### src/rtl/cx_types_pkg.sv
// cx_types_pkg: shared fixed-point types plus requantizer constants and a reference
// convergent-round/saturate function.
package cx_types_pkg;
    localparam int WIDTH      = 16;
    localparam int FRAC_WIDTH = 15;
    localparam int REQ_DROP   = FRAC_WIDTH;
    localparam int REQ_LAT    = 2;

    typedef logic signed [WIDTH-1:0] sample_t;
    typedef logic signed [2*WIDTH:0] mac_t;
    typedef sample_t requant_t;

    typedef struct packed {
        logic     sat;
        requant_t d;
    } req_res_t;

    // Arithmetic reference: floor-divide, then bump by the remainder rule.
    function automatic req_res_t conv_round_sat(input mac_t x);
        longint v, q, rem, half, lim;
        req_res_t r;
        v    = longint'(x);
        half = longint'(1) <<< (REQ_DROP - 1);
        lim  = longint'(1) <<< (WIDTH - 1);
        q    = v >>> REQ_DROP;
        rem  = v - (q <<< REQ_DROP);
        if (rem > half || (rem == half && (q & 1) != 0))
            q = q + 1;
        r.sat = (q > lim - 1) || (q < -lim);
        r.d   = (q > lim - 1) ? requant_t'(lim - 1) : (q < -lim) ? requant_t'(-lim) : requant_t'(q);
        return r;
    endfunction
endpackage

### src/rtl/alpaca_axis_pipe_reg.sv
// alpaca_axis_pipe_reg: one valid/data register slice; loads whenever it is empty
// or the downstream consumer is taking its contents.
module alpaca_axis_pipe_reg #(
    parameter int W = 8
) (
    input  logic         clk,
    input  logic         rst,
    input  logic         valid_i,
    input  logic [W-1:0] data_i,
    input  logic         ready_i,
    output logic         en_o,
    output logic         valid_o,
    output logic [W-1:0] data_o
);
    logic         valid_q;
    logic [W-1:0] data_q;

    assign en_o    = ~valid_q | ready_i;
    assign valid_o = valid_q;
    assign data_o  = data_q;

    always_ff @(posedge clk or posedge rst) begin
        if (rst) begin
            valid_q <= 1'b0;
            data_q  <= '0;
        end else if (en_o) begin
            valid_q <= valid_i;
            data_q  <= data_i;
        end
    end
endmodule

### src/rtl/alpaca_requant_axis.sv
// alpaca_requant_axis: AXIS requantizer from mac_t to sample_t with convergent
// rounding, saturation, per-beat sat flag and a sticky saturation counter.
module alpaca_requant_axis
    import cx_types_pkg::*;
#(
    parameter int WIDTH      = cx_types_pkg::WIDTH,
    parameter int FRAC_WIDTH = cx_types_pkg::FRAC_WIDTH,
    parameter int TUSER_W    = 8,
    parameter int CNT_W      = 16
) (
    input  logic                 clk,
    input  logic                 rst,
    input  logic [2*WIDTH:0]     s_axis_tdata,
    input  logic                 s_axis_tvalid,
    output logic                 s_axis_tready,
    input  logic                 s_axis_tlast,
    input  logic [TUSER_W-1:0]   s_axis_tuser,
    output logic [WIDTH-1:0]     m_axis_tdata,
    output logic                 m_axis_tvalid,
    input  logic                 m_axis_tready,
    output logic                 m_axis_tlast,
    output logic [TUSER_W-1:0]   m_axis_tuser,
    output logic                 m_axis_sat,
    input  logic                 sat_clr,
    output logic [CNT_W-1:0]     sat_count
);
    localparam int MW  = 2*WIDTH + 1;
    localparam int D   = FRAC_WIDTH;
    localparam int RW  = MW + 1 - D;
    localparam int P1W = RW + 1 + TUSER_W;
    localparam int P2W = WIDTH + 2 + TUSER_W;
    localparam logic [D-1:0] HALF = {1'b1, {(D-1){1'b0}}};

    logic               en1, en2, v1, rnd_up, sat2_d;
    logic [RW-1:0]      r1_d, r1_q;
    logic               last1_q;
    logic [TUSER_W-1:0] user1_q;
    logic [RW-WIDTH:0]  up;
    logic [WIDTH-1:0]   d2_d;
    logic [CNT_W-1:0]   sat_count_d, sat_count_q;

    // Carry of (x + HALF-1 + x[D]) into the kept bits, without forming the full sum.
    always_comb begin
        rnd_up = (s_axis_tdata[D-1:0] > HALF) | ((s_axis_tdata[D-1:0] == HALF) & s_axis_tdata[D]);
        r1_d   = {s_axis_tdata[MW-1], s_axis_tdata[MW-1:D]} + {{(RW-1){1'b0}}, rnd_up};
    end

    assign s_axis_tready = en1;

    alpaca_axis_pipe_reg #(.W(P1W)) u_stage1 (
        .clk     (clk),
        .rst     (rst),
        .valid_i (s_axis_tvalid),
        .data_i  ({r1_d, s_axis_tlast, s_axis_tuser}),
        .ready_i (en2),
        .en_o    (en1),
        .valid_o (v1),
        .data_o  ({r1_q, last1_q, user1_q})
    );

    // Out of range exactly when the bits above the sample sign are not all equal.
    always_comb begin
        up     = r1_q[RW-1:WIDTH-1];
        sat2_d = (|up) & ~(&up);
        d2_d   = sat2_d ? {r1_q[RW-1], {(WIDTH-1){~r1_q[RW-1]}}} : r1_q[WIDTH-1:0];
    end

    alpaca_axis_pipe_reg #(.W(P2W)) u_stage2 (
        .clk     (clk),
        .rst     (rst),
        .valid_i (v1),
        .data_i  ({sat2_d, d2_d, last1_q, user1_q}),
        .ready_i (m_axis_tready),
        .en_o    (en2),
        .valid_o (m_axis_tvalid),
        .data_o  ({m_axis_sat, m_axis_tdata, m_axis_tlast, m_axis_tuser})
    );

    always_comb begin
        sat_count_d = sat_clr ? '0
                    : (m_axis_tvalid & m_axis_tready & m_axis_sat & ~(&sat_count_q)) ? sat_count_q + CNT_W'(1)
                    : sat_count_q;
    end

    always_ff @(posedge clk or posedge rst) begin
        if (rst)
            sat_count_q <= '0;
        else
            sat_count_q <= sat_count_d;
    end

    assign sat_count = sat_count_q;
endmodule

### config.mk
export PLATFORM = sky130hd
export DESIGN_NAME = alpaca_requant_axis
export DESIGN_NICKNAME = d
export VERILOG_FILES = /design/src/rtl/cx_types_pkg.sv /design/src/rtl/alpaca_axis_pipe_reg.sv /design/src/rtl/alpaca_requant_axis.sv
export SDC_FILE = /design/constraint.sdc
export NUM_CORES = 1
export LEC_CHECK = 0
export BUFFER_PORTS_ARGS = -buffer_cell sky130_fd_sc_hd__buf_2
export CAP_MARGIN = 0
export CORE_UTILIZATION = 52
export CTS_CLUSTER_DIAMETER = 60
export DETAILED_ROUTE_END_ITERATION = 6
export PLACE_DENSITY = 0.79
export SKIP_CTS_REPAIR_TIMING = 1
export SYNTH_ARGS = -nofsm -noshare
export SYNTH_HDL_FRONTEND = slang
export SYNTH_SLANG_ARGS = --single-unit
### constraint.sdc
create_clock -name clk -period 2.7 [get_ports clk]
set_input_delay 0.27 -clock clk [delete_from_list [all_inputs] [get_ports clk]]
set_output_delay 0.27 -clock clk [all_outputs]
set_load 0.005 [all_outputs]
== Word level (Yosys, flattened, before mapping) ==
Cells that the tools add are included.
W data, S select, Z words.
Storage, ports and cells
  flip-flop bits (word level): 72
  input port bits: 47
  output and inout port bits: 44
  logic and storage cells: 29
Operators by class
  $add $sub $neg: 2
  order comparisons: 1
  equal/unequal tests: 1
  mux-type cells: 3
  bitwise operators: 13
  reduce and logical (&&, ||, !) cells: 4
Operators by type and width (number)
  $mux W16: 3
  $add A18 B2 Y19: 1
  $add A16 B1 Y16 const B: 1
  $reduce_and A16 Y1: 1
  $eq A15 B15 Y1 const B: 1
  $gt A15 B15 Y1 const B: 1
  $and A1 B1 Y1: 5
  $not A1 Y1: 5
  $reduce_and A4 Y1: 1
  $reduce_or A4 Y1: 1
  $or A1 B1 Y1: 3
  $reduce_bool A2 Y1: 1

== Depth between registers and ports, before layout ==
Gate-level depths: netlist of the first run.
  word-level depth: 5
  gate-level depth with buffers: 7
  depth with buffers taken out: 6

== Cells and area by module ==
Synthesis of the first run repeated with hierarchy kept, for this count alone.
Second synthesis, totals
  cells, all modules: 296
  area, all modules: 3779.9 µm²
Modules (own cells, without submodules)
  alpaca_requant_axis: times used 1, cells each 174, area each 1465.2 µm², seq. area each 400.4 µm²
  alpaca_axis_pipe_reg at u_stage1: times used 1, cells each 63, area each 1203.7 µm², seq. area each 725.7 µm²
  alpaca_axis_pipe_reg at u_stage2: times used 1, cells each 59, area each 1111.1 µm², seq. area each 675.6 µm²

== Worst setup path before layout of the first run ==
OpenSTA, ideal clock, no wires.
  path kind: register to register
  start point: register sat_count_q[0] (netlist: sat_count[0])
  end point: register sat_count_q[2] (netlist: sat_count[2])
  library setup time: 0.125 ns
  data arrival time: 1.741 ns
  required time: 2.575 ns
  setup slack: 0.835 ns
  stages on the path, launching flop included: 6
  buffers on the path: 0
  clock period less this slack: 1.865 ns
  cell sequence: dfrtp_1 ha_1 nand4_2 or4_4 nand3_1 mux2_2
On the way
  word-level cells in the longest chain between the ends: 4
  elaborated cells on any way between the ends: 7
  classes of those cells: add/sub (1); mux (2); bitwise (2); reduce/logical (2)
RTL lines
  start, declared: RTL line alpaca_requant_axis.sv:40  | logic [CNT_W-1:0] sat_count_d, sat_count_q;
  start signal, assigned: RTL line alpaca_requant_axis.sv:89  | sat_count_q <= sat_count_d;
  branches (longest 4 deep; another with $add A16 B1 Y16)
Several ways; the timed one is not identified. The select of a mux whose other input is x is not followed.
A chain may end at the register's enable or synchronous reset.

== Worst setup path after layout of the first run ==
  start point: register sat_count_q[0] (netlist: sat_count[0])
  end point: register sat_count_q[12] (netlist: sat_count[12])
Same word-level chain as after synthesis.

==> results of run 1 <==
-- metrics by stage --
stage,std cells,hold WS (ns)
6_report,503,-0.01766
5_1_grt,503,0.03599
4_1_cts,503,0.0005802
3_5_place_dp,487,0.3700
3_3_place_gp,487,0.3678
2_1_floorplan,329,0.3784
-- final timing paths --
| kind | to | cells past startpoint | start | slack, ns |
|---|---|---|---|---|
| worst max register to register | sat_count[12] | 5 | sat_count[0] | 0.70 |
| worst max-delay path | sat_count[12] | 5 | sat_count[0] | 0.70 |
| min in group clk | u_stage1.valid_o | 2 | s_axis_tvalid | 0.11 |
| worst min register to register | u_stage1.data_o[3] | 2 | u_stage1.data_o[3] | 0.47 |
| max in group asynchronous | u_stage1.data_o[10] | 3 | rst | 2.08 |
| worst min-delay path | u_stage2.data_o[3] | 2 | rst | -0.02 |
-- flip-flops by register name, summed over array words and instances (netlist names) --
register,flops
u_stage2.data_o,26
sat_count,16
u_stage1.data_o,28
u_stage2.valid_o,1
u_stage1.valid_o,1
-- Yosys cell counts (all sizes together), types with 3 or more instances --
master   n
o21ai   21
nand3   14
dfrtp   72
nor4     8
buf      8
xnor2   12
a21oi   16
nor3     8
and2     3
or3      5
nand2   57
or4     11
mux2    12
inv      6
nor2     6
nor2b    3
nand4   11
clkbuf   8
and3     4
o31ai    9
and4     5
a221o   15
-- per-layer routing --
metal	routed length, um	share of wire
met5	0	0
met4	129	0.018
met3	412	0.058
met2	3451	0.48
met1	3143	0.44
-- cells by family (layout without fill, tap and decap cells) --
kind of cell,Yosys count,after routing,synth area share
xor+xnor,14,14,0.03610
simple gates,140,140,0.2228
mux,13,13,0.04273
flops,72,72,0.5304
fa+ha+maj,2,2,0.007365
buf+inv,22,119,0.03020
compound gates,66,66,0.1304
-- worst max-delay path, delay by kind of cell (launching register included) --
kind | cells | cell delay [ns]
adders and majority gates | 1 | 0.24
muxes | 1 | 0.33
and+or+nand+nor | 3 | 0.90
DFF | 1 | 0.41
-- placed cells by master, fill, tap and decap left out, drive strengths merged, types with 5 or more instances in the layout --
cell type	netlist	layout
a21oi	16	16
a221o	15	15
and4	5	5
buf	8	97
clkbuf	8	10
dfrtp	72	72
inv	6	6
mux2	12	12
nand2	57	57
nand3	14	14
nand4	11	11
nor2	6	6
nor3	8	8
nor4	8	8
o21ai	21	21
o31ai	9	9
or3	5	5
or4	11	11
xnor2	12	12
-- layout make-up --
type | count | area, um^2 | area share
Clock inverter | 6 | 82.58 | 0.01989
Clock buffer | 10 | 137.6 | 0.03315
Timing Repair Buffer | 97 | 515.5 | 0.1242
Sequential cell | 72 | 1802 | 0.4340
Tap cell | 77 | 96.34 | 0.02321
Inverter | 6 | 22.52 | 0.005425
Multi-Input combinational cell | 235 | 1495 | 0.3602
-- power groups by stage --
stage          registers, mW  logic, mW  clock network, mW
5_1_grt                 1.28      0.415              0.999
6_report                1.27      0.368              0.930
4_1_cts                 1.27      0.375              0.951
3_5_place_dp            1.29      0.373                  0
3_3_place_gp            1.28      0.362                  0
2_1_floorplan           1.28      0.196                  0
==> metrics.csv, run 1 <==
metric,value,unit
Post-synth EDFFs,0,
Synth Flop Type,dfrtp_1,
Remaining DRCs,0,
post-synth top area share,0.5304,
setup TNS,0,ns
clk root buf,clkbuf_8,
startpoint types,flop,
n_diodes,0,
maximum clock rate,499.4,MHz
Yosys warning total,0,
Starting Density,0.5380,
Post-DRT Antenna Nets,0,
clk sink count,72,
vias in the first global route,2699,
routed wire length,7136,um
critical path data required time,2.93,ns
placer congestion estimate,0.8559,
final setup vio count,0,
Final period util,0.7416,
CTS tree,yes,
leading area contributor after synthesis,dfrtp_1,
port bufs,90,
sequential share of power,0.494,
failing checks,negative hold slack,
Initial DRT Pass Iterations,4,
GRT Max-Usage Layer,met2,
Clock Path Buffers,2,
P_sw,0.6493,mW
Worst Tran Pin Value,0.5848,ns
synthesized flop and latch total,72,
VDD IR max,0.3753,mV
number of cell rows,29,
Synth Cell Area,3397,um^2
Synth cell types,42,
die area,6860,um^2
initial antenna violation count,0,
Power Internal,1.916,mW
Slew headroom,0.6096,
met1 Use GR,0.2823,
number of vias per cell,5.696,
post-DP HPWL,5069,um
via count,2865,
final worst slack,0.6976,ns
CTS buffer count,9,
Pwr Total,2.566,mW
first-pass GRT wire length,12310,um
met2 usage,0.3703,
critical path class,reg -> reg,
layout cells sized above 1,0.3169,
"slowest stage delay, CP",0.59,ns
pre-CTS WS,0.7430,ns
fillcell total,523,
Combinational Power Share,0.143,
Switching Fraction,0.2531,
largest net degree at the start of global routing,47,
"Slew Viols, Final",0,
Synth async-reset ratio,1.000,
H-tree depth,3,
LEAKAGE,1.894,nW
outcome,"finished, violations left",
clock-pin slew on the worst setup and hold paths,0.08,ns
sequential share of the synthesized area,0.5304,
Max Cap Violations,0,
Post-DP Area,3931,um^2
main area contributors after synthesis,"dfrtp_1 (53%), nand2_1 (6.3%), a221o_1 (4.4%)",
crit path max fanout,6,
unrepaired setup endpoints after global routing,no,
Tmin final,2.002,ns
"Hold Vio Cnt, Final",26,
Die Span Y,82.83,um
Clk pwr share,0.363,
cell area after layout,4151,um^2
initial DRC count,121,
Final Skew,0.006944,ns
Post-Route Utilization,0.6576,
crit path DAT,2.23,ns
Syn Inst Count,329,
Overflow after GRT,0,
I/O Pins,91,
"Net count, final",470,
DIE WIDTH,82.83,um
power density cells,618.0,nW/um^2
Hold Slack,-0.01766,ns
GRT Total Usage,0.2218,
worst path cell trace,ha_1 -> nand4_2 -> or4_4 -> nand3_1 -> mux2_2,
core area,6314,um^2
Mean Syn Cell Area,10.33,um^2
Syn Nets,378,
hold crit path type,in -> async,
CP max stage cell,or4_4,
crit path capture type,flop,
worst-skew pair later-pin latency,0.34,ns
met3 global-route usage,0.05368,
Area Growth Syn to Fin,22.21,%
routed wire length per instance,14.19,um
No activity file was read; power rests on OpenSTA's default activity.
==> run 2: changes to the inputs <==
==> constraint.sdc (replaced) <==
create_clock -name clk -period 2 [get_ports clk]
set_input_delay 0.2 -clock clk [delete_from_list [all_inputs] [get_ports clk]]
set_output_delay 0.2 -clock clk [all_outputs]
set_load 0.005 [all_outputs]
==> run 2 against run 1 <==
Against the previous run:
- global-route usage decreased by 0.12 points
- largest power group unchanged
- first-iteration DRC count increased by 20%
- sequential cell count is the same
- the flow now finishes without violations
- worst hold slack improved by 0.079 ns
- setup slack worse by 0.60 ns
- largest cell class unchanged
- critical path depth unchanged
- die area is the same
- utilization up 1.7 points
==> metrics.csv, run 2 (synthesis gave the netlist of run 1 again) <==
metric,value,unit
outcome,"complete, no violations",
CTS buffer count,9,
Clock Path Buffers,2,
unrepaired setup endpoints after global routing,no,
crit path max fanout,5,
CTS tree,yes,
clk sink count,72,
"Hold Vio Cnt, Final",0,
initial DRC count,145,
cell area after layout,4259,um^2
Slew headroom,0.6043,
layout cells sized above 1,0.3287,
"Slew Viols, Final",0,
port bufs,90,
startpoint types,flop,
Buf/Inv on CP,0,
number of vias per cell,5.633,
"most common cell after layout, fill and taps aside",buf_2,
Area Growth Syn to Fin,25.38,%
Max Cap Violations,0,
post-DP HPWL,5215,um
H-tree depth,3,
die area,6860,um^2
Final period util,0.9494,
Final Skew,0.01086,ns
routed wire length per instance,14.10,um
worst-skew pair later-pin latency,0.33,ns
CP max stage cell,or4_4,
clk root buf,clkbuf_8,
Tmin final,1.899,ns
most frequent cells in the layout,"buf_2 (90), dfrtp_1 (72), nand2_1 (57), o21ai_0 (19), a21oi_1 (16)",
vias in the first global route,2693,
crit path capture type,flop,
setup TNS,0,ns
"Net count, final",479,
Initial DRT Pass Iterations,4,
Worst Tran Pin Value,0.5923,ns
Post-Route Utilization,0.6746,
Overflow after GRT,0,
GRT Total Usage,0.2206,
via count,2884,
Post-DRT Antenna Nets,0,
maximum clock rate,526.6,MHz
power density cells,856.3,nW/um^2
Starting Density,0.5380,
crit path DAT,2.12,ns
routed wire length,7218,um
Post-DP Area,3995,um^2
critical path class,reg -> reg,
worst path cell trace,ha_1 -> nand4_2 -> or4_4 -> nand3_1 -> mux2_2,
max reg flops,28,
hold crit path type,in -> reg,
largest net degree at the start of global routing,47,
VDD IR max,0.4063,mV
number of cell rows,29,
LEAKAGE,1.945,nW
clock-pin slew on the worst setup and hold paths,0.08,ns
Crit path max-delay family,simple AND/OR/NAND/NOR gates,
Die Span Y,82.83,um
placer congestion estimate,0.8043,
initial antenna violation count,0,
Remaining DRCs,0,
core area,6314,um^2
critical path data required time,2.22,ns
n_diodes,0,
DIE WIDTH,82.83,um
I/O Pins,91,
"slowest stage delay, CP",0.56,ns
final setup vio count,0,
first-pass GRT wire length,12320,um
[run 2: cell types whose count changed in the layout (fill, tap and decap cells not counted)]
cell / delta
buf_4: +8
clkinv_2: -2
bufinv_16: +1
clkbuf_8: +1
clkinvlp_4: +1
dlygate4sd3_1: +1
inv_2: -1
[run 2: final cells by class]
cell class	count	area, um^2
Clock buffer	11	151.4
Clock inverter	5	102.6
Fill cell	496	2054
Multi-Input combinational cell	235	1495
Sequential cell	72	1802
Timing Repair Buffer	106	585.6
Inverter	6	26.28
Tap cell	77	96.34
[run 2: worst register-to-register path, delay by kind of cell, from the launching register on]
kind	cells	cell delay [ns]
and+or+nand+nor	3	0.80
DFF	1	0.41
muxes	1	0.34
adders and majority gates	1	0.24
[run 2: final timing paths]
check / slack [ns] / from / to / cells after the start
worst max-delay path: 0.10 / sat_count[1] / sat_count[2] / 5
worst min-delay path: 0.06 / s_axis_tvalid / u_stage1.valid_o / 2
worst max register to register: 0.10 / sat_count[1] / sat_count[2] / 5
worst min register to register: 0.46 / u_stage1.data_o[6] / u_stage1.data_o[6] / 2
max in group asynchronous: 0.90 / rst / u_stage2.data_o[9] / 4
min in group asynchronous: 0.47 / rst / u_stage2.data_o[0] / 3
[run 2: metrics by stage]
step / setup slack (ns) / total power, mW / hold slack, ns / cells
after global routing: 0.01886 / 3.804 / 0.06302 / 512
after global placement: 0.1649 / 2.237 / 0.2871 / 495
after CTS: 0.1117 / 3.674 / -0.06876 / 511
final: 0.1011 / 3.647 / 0.06087 / 512
after floorplan: 0.1347 / 1.995 / 0.3084 / 329
after detailed placement: 0.1291 / 2.261 / 0.2978 / 495
[run 2: layer usage]
metal,GRT usage,vias to the layer above,share of wire
met5,0,-,0
met4,0.09091,0,0.0078
met3,0.03082,4,0.051
met2,0.3644,94,0.48
met1,0.2940,1358,0.46
li1,-,1428,-
[run 2: power by group]
group | internal, mW | switching, mW | leakage, nW
Combinational | 0.254 | 0.259 | 0.937
Clock | 0.895 | 0.524 | 0.126
Sequential | 1.62 | 0.0994 | 0.883
Total | 2.77 | 0.882 | 1.95
